**config.mk**
```make
export PLATFORM = sky130hd
export DESIGN_NAME = cell_painter
export DESIGN_NICKNAME = d
export VERILOG_FILES = /design/src/rtl/tetris_pkg.sv /design/src/rtl/box_scan_counter.sv /design/src/rtl/cell_painter.sv
export SDC_FILE = /design/constraint.sdc
export NUM_CORES = 1
export LEC_CHECK = 0
export CORE_AREA = 2 2 70 122
export CTS_BUF_LIST = sky130_fd_sc_hd__clkbuf_4 sky130_fd_sc_hd__clkbuf_8
export CTS_CLUSTER_DIAMETER = 150
export DETAILED_ROUTE_END_ITERATION = 10
export DIE_AREA = 0 0 72 124
export PLACE_DENSITY_LB_ADDON = 0.3
export SYNTH_ARGS = -nofsm -noshare
export SYNTH_HDL_FRONTEND = slang
export SYNTH_SLANG_ARGS = --single-unit
```
**constraint.sdc**
```tcl
create_clock -name CLOCK_50 -period 4.1 [get_ports CLOCK_50]
set_input_delay 0.615 -clock CLOCK_50 [delete_from_list [all_inputs] [get_ports CLOCK_50]]
set_output_delay 0.615 -clock CLOCK_50 [all_outputs]
set_load 0.01 [all_outputs]
```
**src/rtl/tetris_pkg.sv**
```systemverilog
// Shared definitions for the Tetris display path: paint FSM encoding, colour
// format, screen and cell geometry, palette constants and a clip helper.
package tetris_pkg;

  typedef enum logic [1:0] {
    IDLE = 2'd0,
    FILL = 2'd1,
    FIN  = 2'd2
  } paint_state_t;

  localparam int COLOR_W       = 9;
  localparam int SCR_W_DEFAULT = 640;
  localparam int SCR_H_DEFAULT = 480;
  localparam int CELL_W        = 64;
  localparam int CELL_H        = 24;

  localparam logic [COLOR_W-1:0] COLOR_MAGENTA = 9'b111_000_111;
  localparam logic [COLOR_W-1:0] COLOR_WHITE   = 9'b111_111_111;

  // Sums carry one extra bit, so a set top bit is a wrapped coordinate.
  function automatic logic on_screen(input logic [10:0] sx, input logic [9:0] sy,
                                     input int scr_w, input int scr_h);
    logic x_ok;
    logic y_ok;
    x_ok = !sx[10] && ({21'd0, sx} < 32'(scr_w));
    y_ok = !sy[9]  && ({22'd0, sy} < 32'(scr_h));
    return x_ok && y_ok;
  endfunction

endpackage

```
**src/rtl/box_scan_counter.sv**
```systemverilog
// Raster column/row counter for one box; last flags the final pixel position.
module box_scan_counter
  import tetris_pkg::*;
#(
  parameter int BOX_W = CELL_W,
  parameter int BOX_H = CELL_H
) (
  input  logic       CLOCK_50,
  input  logic       resetn,
  input  logic       clear,
  input  logic       step,
  output logic [9:0] col,
  output logic [8:0] row,
  output logic       last
);

  localparam logic [9:0] COL_MAX = 10'(BOX_W - 1);
  localparam logic [8:0] ROW_MAX = 9'(BOX_H - 1);

  // Final pixel of the box: both counters at their maximum.
  always_comb begin
    last = (col == COL_MAX) && (row == ROW_MAX);
  end

  // Column is the inner loop, row the outer; both wrap to zero after the last pixel.
  always_ff @(posedge CLOCK_50 or negedge resetn) begin
    if (!resetn) begin
      col <= 10'd0;
      row <= 9'd0;
    end else if (step) begin
      if (col == COL_MAX) begin
        col <= 10'd0;
        if (row == ROW_MAX) begin
          row <= 9'd0;
        end else begin
          row <= row + 9'd1;
        end
      end else begin
        col <= col + 10'd1;
      end
    end else if (clear) begin
      col <= 10'd0;
      row <= 9'd0;
    end else begin
      col <= col;
      row <= row;
    end
  end

endmodule

```
**src/rtl/cell_painter.sv**
```systemverilog
// Paints one solid BOX_W x BOX_H box as a raster stream of clipped pixel writes.
// Define CELL_PAINTER_BORDER_EN to draw the outermost ring in BORDER_COLOR.
module cell_painter
  import tetris_pkg::*;
#(
  parameter int                 BOX_W        = CELL_W,
  parameter int                 BOX_H        = CELL_H,
  parameter int                 SCR_W        = SCR_W_DEFAULT,
  parameter int                 SCR_H        = SCR_H_DEFAULT,
  parameter logic [COLOR_W-1:0] BORDER_COLOR = 9'b000_000_000
) (
  input  logic       CLOCK_50,
  input  logic       resetn,
  input  logic       start,
  input  logic [9:0] x0,
  input  logic [8:0] y0,
  input  logic [8:0] color,
  output logic       busy,
  output logic       done,
  output logic [9:0] pix_x,
  output logic [8:0] pix_y,
  output logic [8:0] pix_color,
  output logic       pix_we
);

  if (BOX_W < 1 || BOX_W > 1023 || BOX_H < 1 || BOX_H > 511) begin : g_bad_box
    $error("cell_painter: BOX_W/BOX_H out of range");
  end

  paint_state_t       state;
  logic [9:0]         lat_x;
  logic [8:0]         lat_y;
  logic [COLOR_W-1:0] lat_color;
  logic               last_sent;

  logic [9:0]         col;
  logic [8:0]         row;
  logic               last;

  logic               accept;
  logic               emit;
  logic               clear_cnt;
  logic [9:0]         src_x;
  logic [8:0]         src_y;
  logic [COLOR_W-1:0] src_color;
  logic [10:0]        sum_x;
  logic [9:0]         sum_y;
  logic               visible;
  logic [COLOR_W-1:0] pixel_color;

`ifdef CELL_PAINTER_BORDER_EN
  localparam logic [9:0] COL_LAST = 10'(BOX_W - 1);
  localparam logic [8:0] ROW_LAST = 9'(BOX_H - 1);
`endif

  box_scan_counter #(
    .BOX_W (BOX_W),
    .BOX_H (BOX_H)
  ) u_scan (
    .CLOCK_50 (CLOCK_50),
    .resetn   (resetn),
    .clear    (clear_cnt),
    .step     (emit),
    .col      (col),
    .row      (row),
    .last     (last)
  );

  // The accepting edge already emits pixel (0,0) from the raw inputs, so the
  // first write is visible the cycle right after start is sampled.
  always_comb begin
    accept      = 1'b0;
    src_x       = lat_x;
    src_y       = lat_y;
    src_color   = lat_color;
    if (start && (state == IDLE || state == FIN)) begin
      accept    = 1'b1;
      src_x     = x0;
      src_y     = y0;
      src_color = color;
    end else begin
      accept    = 1'b0;
    end
    emit      = accept || (state == FILL && !last_sent);
    clear_cnt = (state != FILL) && !accept;
    sum_x     = {1'b0, src_x} + {1'b0, col};
    sum_y     = {1'b0, src_y} + {1'b0, row};
    visible   = on_screen(sum_x, sum_y, SCR_W, SCR_H);
`ifdef CELL_PAINTER_BORDER_EN
    if (col == 10'd0 || col == COL_LAST || row == 9'd0 || row == ROW_LAST) begin
      pixel_color = BORDER_COLOR;
    end else begin
      pixel_color = src_color;
    end
`else
    pixel_color = src_color;
`endif
  end

  // Paint FSM with registered status and pixel-write outputs.
  always_ff @(posedge CLOCK_50 or negedge resetn) begin
    if (!resetn) begin
      state     <= IDLE;
      busy      <= 1'b0;
      done      <= 1'b0;
      pix_we    <= 1'b0;
      pix_x     <= 10'd0;
      pix_y     <= 9'd0;
      pix_color <= 9'd0;
      lat_x     <= 10'd0;
      lat_y     <= 9'd0;
      lat_color <= 9'd0;
      last_sent <= 1'b0;
    end else begin
      case (state)
        IDLE, FIN: begin
          done <= 1'b0;
          if (accept) begin
            state     <= FILL;
            busy      <= 1'b1;
            lat_x     <= x0;
            lat_y     <= y0;
            lat_color <= color;
          end else begin
            state <= IDLE;
            busy  <= 1'b0;
          end
        end
        FILL: begin
          if (last_sent) begin
            state <= FIN;
            busy  <= 1'b0;
            done  <= 1'b1;
          end else begin
            state <= FILL;
            busy  <= 1'b1;
            done  <= 1'b0;
          end
        end
        default: begin
          state <= IDLE;
          busy  <= 1'b0;
          done  <= 1'b0;
        end
      endcase

      // Clipped pixels still advance the scan; only the strobe is suppressed.
      if (emit) begin
        pix_we    <= visible;
        pix_x     <= sum_x[9:0];
        pix_y     <= sum_y[8:0];
        pix_color <= pixel_color;
        last_sent <= last;
      end else begin
        pix_we    <= 1'b0;
        last_sent <= 1'b0;
      end
    end
  end

endmodule
```
== After elaboration in Yosys (flattened, before gate mapping) ==
Cells that the tools add are included.
Cells by class
  $lt $le $gt $ge: 2
  reductions and logical operators: 18
  mux-type cells: 21
  add/sub/neg operators: 4
  eq/ne operators: 6
Operators with widths (number)
  $mux 9: 6
  $mux 10: 4
  $add 10x10->11: 1
  $lt 11x10->1 const B: 1
  $add 10x1->10 const B: 1
  $add 9x9->10: 1
  $eq 10x6->1 const B: 1
  $lt 10x9->1 const B: 1
  $add 9x1->9 const B: 1
  $eq 9x5->1 const B: 1
  $mux 1: 8
  $logic_and 1x1->1: 7
  $logic_not 1->1: 4
  $ne 2x1->1 const B: 2
  $pmux 2 s2: 1
  $reduce_and 2->1: 2
  $eq 2x1->1 const B: 1
  $eq 2x2->1 const B: 1
  $logic_not 2->1: 1
  $logic_or 1x1->1: 2
  $mux 2: 1
  $pmux 1 s2: 1
  $reduce_bool 2->1: 1
  $reduce_or 2->1: 1
Word-level totals
  register bits after elaboration: 81
  word-level logic and storage cells: 64
  output and inout bits: 31
  input port bits: 31

== Depth between registers and ports, before layout ==
  depth after elaboration: 9
  mapped depth: 13
  depth with buffers taken out: 11

== Modules after synthesis ==
Synthesis repeated with hierarchy kept, for this count alone.
Second synthesis, totals
  cell total of the unflattened synthesis: 397
  area total of the unflattened synthesis: 4377.9 um2
Modules (own cells, without submodules)
  cell_painter: sequential area each 1526.5 um2, cells an instance 278, area an instance 3248.1 um2, times used 1
  box_scan_counter: sequential area each 475.5 um2, cells an instance 119, area an instance 1129.8 um2, times used 1

== Worst setup path after synthesis ==
OpenSTA, ideal clock, no wires.
  kind: input-to-reg
  start point: input port start
  end point: register pix_we
  stages on the path: 13
  data required time: 3980 ps
  arrival: 2863 ps
  slack: 1117 ps
  buffers on the path: 2
  setup time: 120 ps
  cells stage by stage: nand2b_4 > buf_2 > buf_2 > mux2_2 > ha_1 > inv_1 > fa_1 > nand2b_1 > a21oi_1 > o41ai_2 > xnor2_1 > a41oi_1 > and4_1
On the way
  word-level cells in the longest chain between the ends: 7
  elaborated cells on any way between the ends: 15
  those cells by class: add/sub: 2; order compare: 2; mux: 4; reduce/logical: 7
RTL lines
  start: declaration: line cell_painter.sv:14  | input logic start,
  $logic_and 1x1->1 *: line cell_painter.sv:76  | if (start && (state == IDLE || state == FIN)) begin
  $mux 10 or $mux 9 (tied branches): line cell_painter.sv:76
  $add 10x10->11 or $add 9x9->10 (tied branches): line cell_painter.sv:86, cell_painter.sv:87
  $lt 11x10->1 (tied with other cells): line tetris_pkg.sv:25  | x_ok = !sx[10] && ({21'd0, sx} < 32'(scr_w));
  $logic_and 1x1->1 (on tied branches): line tetris_pkg.sv:25, tetris_pkg.sv:26
  $logic_and 1x1->1: line tetris_pkg.sv:27  | return x_ok && y_ok;
  $mux 1 *: line cell_painter.sv:148  | if (emit) begin
  end signal: assignment: line cell_painter.sv:149  | pix_we <= visible;
  end: declaration: line cell_painter.sv:23  | output logic pix_we
Every way passes the cells marked *; elsewhere a longest branch is shown, timed or not.
A chain may end at the register's enable or synchronous reset.

== Final worst setup path ==
Ends and elaborated chain as after synthesis.

==> summary.md <==
| Metric | Value |
|---|---|
| Achievable frequency | 309 MHz |
| Die Area | 0.00893 mm^2 |
| CP cell instances | clkdlybuf4s50_1 > nand2b_4 > mux2_2 > ha_1 > inv_1 > fa_1 > nand2b_1 > a21oi_1 > nor2_1 > xnor2_1 > a41oi_1 > and4_1 |
| PD cells | 617 mW/mm^2 |
| Sequential-to-total area share from yosys stat | 0.469 |
| Critical path endpoint category | flop |
| Final Slew Violations | 0 |
| Fin crit period | 3.24 ns |
| R2R Path End | pix_we$_DFF_PN0_ |
| Core ar. | 0.00791 mm^2 |
| Vias in the first global route | 3475 |
| Worst-path fanout max | 36 |
| Die H | 124 um |
| Synth Area per Inst | 10.3 um^2 |
| Dpl cell area | 0.00496 mm^2 |
| R2R cell count | 11 |
| Critical path data arrival time | 3.49 ns |
| CTS sink count | 80 |
| CTS tree | built |
| Lkg Pwr | 2.36 nW |
| Mapped Area | 0.00427 mm^2 |
| Startpoint class of the critical path | input port |
| Post-Syn Instances | 414 |
| Detailed Routing Iterations Pass 1 | 4 |
| Final Cycle Share | 0.789 |
| Clk Latency, worst-skew pair | 0.36 ns |
| Htree depth | 3 |
| Commonest non-fill, non-tap cell in the layout | dfrtp_1 |
| Initial drt markers | 188 |
| Synthesized Nets | 469 |
| Yosys warnings | 0 |
| Number of remaining DRC errors | 0 |
| Setup TNS | 0 ns |
| CTS root buf | clkbuf_8 |
| Total GRT Usage | 0.231 |
| Drt total wl | 9460 um |
| Post-layout total power | 0.00318 W |
| Initial core utilization | 0.540 |
| Synth unique cells | 43 |
| Largest net degree at the start of global routing | 81 |
| Worst hold path class | input port to async pin |
| Die width | 72 um |
| Diodes inserted | 0 |
| Final Skew | 0.0103 ns |
| IO Port Bufs | 61 |
| Relative slew slack | 0.327 |
| Post-CTS Setup Repair Bufs | 0 |
| Nets | 532 |
| Initial antenna violation count | 0 |
| Flop-to-flop setup slack | 1.04 ns |
| Peak VDD IR | 0.387 mV |
| PostCTS Resize Cnt | 0 |
| Num CTS Buffers | 9 |
| RSZ-0062 raised after global routing | false |
| Post-route ant nets | 0 |
| Final Setup Violations | 0 |
| Global-route wire length before repair | 15800 um |
| GR Overflow Total | 0 |
| Slowest CP cell | clkdlybuf4s50_1 |
| Finished Layout Cells | 572 |
| Layout area overhead | 20.6% |
| Count of final hold-check violations | 0 |
| Share of cells above drive strength 1 | 0.164 |
| Max cap viols | 0 |
| Worst EP required | 4.36 ns |
| Hold Slack | 0.393 ns |
| Vias per inst | 5.67 |
| Setup CP Type | input port to flop |
| FP Rows | 43 |
| Tightest Pin Transition | 1.01 ns |
| Post-route cell area | 0.00515 mm^2 |
| HPWL after DPL | 6850 um |
| Vias | 3242 |
| Drt wl/cell | 16.5 um |
| Hold_buf cts | 0 |
| Status | finished, final reports clean |
| Number of synthesized register bits | 80 |
| Clk slew on worst S/H paths | 0.08 ns |
| Ports | 62 |
| Reg2reg start | state[0]$_DFF_PN0_ |
| Most frequent cells in the layout | dfrtp_1, clkdlybuf4s50_1, nor2_1 |
| Max incr delay on CP | 0.50 ns |
| RD Place Congestion | 0.891 |
| Post-Place Cells | 556 |
| Clock Path Buffers | 2 |
worst max-delay path, delay by kind of cell:
family	cells	cell delay, ns
adders and majority gates	2	0.57
buffers and inverters	2	0.56
xor gates and xnor gates	1	0.21
muxes	1	0.33
and+or+nand+nor	4	0.79
AOI/OAI and AO/OA	2	0.40
sequential cells by signal (all words and copies together), names as in the netlist:
signal and count:
pix_y 9, state 2, lat_color 9, lat_y 9, last_sent 1, done 1, pix_we 1, pix_x 10
lat_x 10, u_scan.row 9, u_scan.col 10, pix_color 9
final cells by class:
class,instances,area [um^2]
clock buffer,14,180
clock inverter,2,12.5
fill,657,2760
inverter,11,41.3
multi-input combinational,309,2160
sequential,80,2000
tap,90,113
timing repair buffer,66,646
kinds of logic (layout without fill, tap and decap cells):
family	after synthesis	count (layout)	synth area share
fa+ha+maj	24	24	0.0738
flops	80	80	0.469
compound gates	82	82	0.115
xor+xnor	17	17	0.0349
buf+inv	25	93	0.0261
mux	48	48	0.127
simple gates	138	138	0.155
synth_stat cells:
| cell type | n | share of area |
|---|---|---|
| and3_1 | 10 | 0.015 |
| nand2b_1 | 6 | 0.0088 |
| o211ai_1 | 3 | 0.0053 |
| o211a_1 | 1 | 0.0023 |
| dfrtp_1 | 80 | 0.47 |
| a41oi_1 | 1 | 0.0021 |
| nor4_4 | 1 | 0.0050 |
| nand2b_4 | 4 | 0.013 |
| or2_1 | 1 | 0.0015 |
| and4_1 | 1 | 0.0021 |
| o21ai_0 | 26 | 0.030 |
| nand2_1 | 38 | 0.033 |
| o21a_1 | 3 | 0.0053 |
| mux2_2 | 48 | 0.13 |
| a21oi_1 | 23 | 0.027 |
| a311oi_1 | 1 | 0.0021 |
| xor2_1 | 12 | 0.025 |
| nand4_1 | 3 | 0.0044 |
| clkbuf_1 | 5 | 0.0044 |
| nor4b_1 | 1 | 0.0021 |
| nand3_1 | 6 | 0.0070 |
| inv_2 | 1 | 0.00088 |
| o31ai_1 | 3 | 0.0053 |
| buf_2 | 8 | 0.0094 |
| or3_1 | 2 | 0.0029 |
| o21ai_2 | 2 | 0.0041 |
| a31oi_1 | 2 | 0.0029 |
| buf_6 | 1 | 0.0026 |
| a21boi_0 | 1 | 0.0018 |
| o2111ai_1 | 1 | 0.0021 |
| a2bb2oi_1 | 1 | 0.0021 |
| o21ai_1 | 7 | 0.0082 |
| fa_1 | 2 | 0.0094 |
| nor2b_1 | 5 | 0.0073 |
| o41ai_2 | 1 | 0.0038 |
| a21o_1 | 3 | 0.0053 |
| xnor2_1 | 5 | 0.010 |
| o22ai_1 | 1 | 0.0015 |
| inv_1 | 10 | 0.0088 |
| nor2_1 | 58 | 0.051 |
| ha_1 | 22 | 0.064 |
| nor3_1 | 2 | 0.0023 |
| a211oi_1 | 2 | 0.0035 |
worst max-delay path by stage:
| stage | from | end | cells past startpoint | slack (ns) |
|---|---|---|---|---|
| floorplan | start | pix_we$_DFF_PN0_ | 13 | 1.12 |
| global placement | start | pix_we$_DFF_PN0_ | 12 | 0.59 |
| detailed placement | start | pix_we$_DFF_PN0_ | 12 | 0.48 |
| CTS | start | pix_we$_DFF_PN0_ | 12 | 0.87 |
| global route | start | pix_we$_DFF_PN0_ | 12 | 0.69 |
| finish | start | pix_we$_DFF_PN0_ | 12 | 0.86 |
power by group:
part           leakage, nW  switching (W)  internal, W
Clock               0.0995       0.000282     0.000283
Combinational         1.29       0.000656     0.000719
Sequential           0.970       0.000171      0.00107
layer usage:
metal | part of all wire | vias to the layer above | global-route usage
met2 | 0.57 | 61 | 0.435
met3 | 0.027 | 17 | 0.0380
met4 | 0.026 | 0 | 0.116
met1 | 0.38 | 1595 | 0.241
li1 | - | 1569 | -
met5 | 0 | - | 0
through the flow:
stage | setup WS (ns) | utilization
6_report | 0.865 | 0.651
2_1_floorplan | 1.12 | -
3_5_place_dp | 0.481 | 0.627
3_3_place_gp | 0.590 | 0.627
5_1_grt | 0.693 | 0.651
4_1_cts | 0.872 | 0.651
No activity file was read; power rests on OpenSTA's default activity.
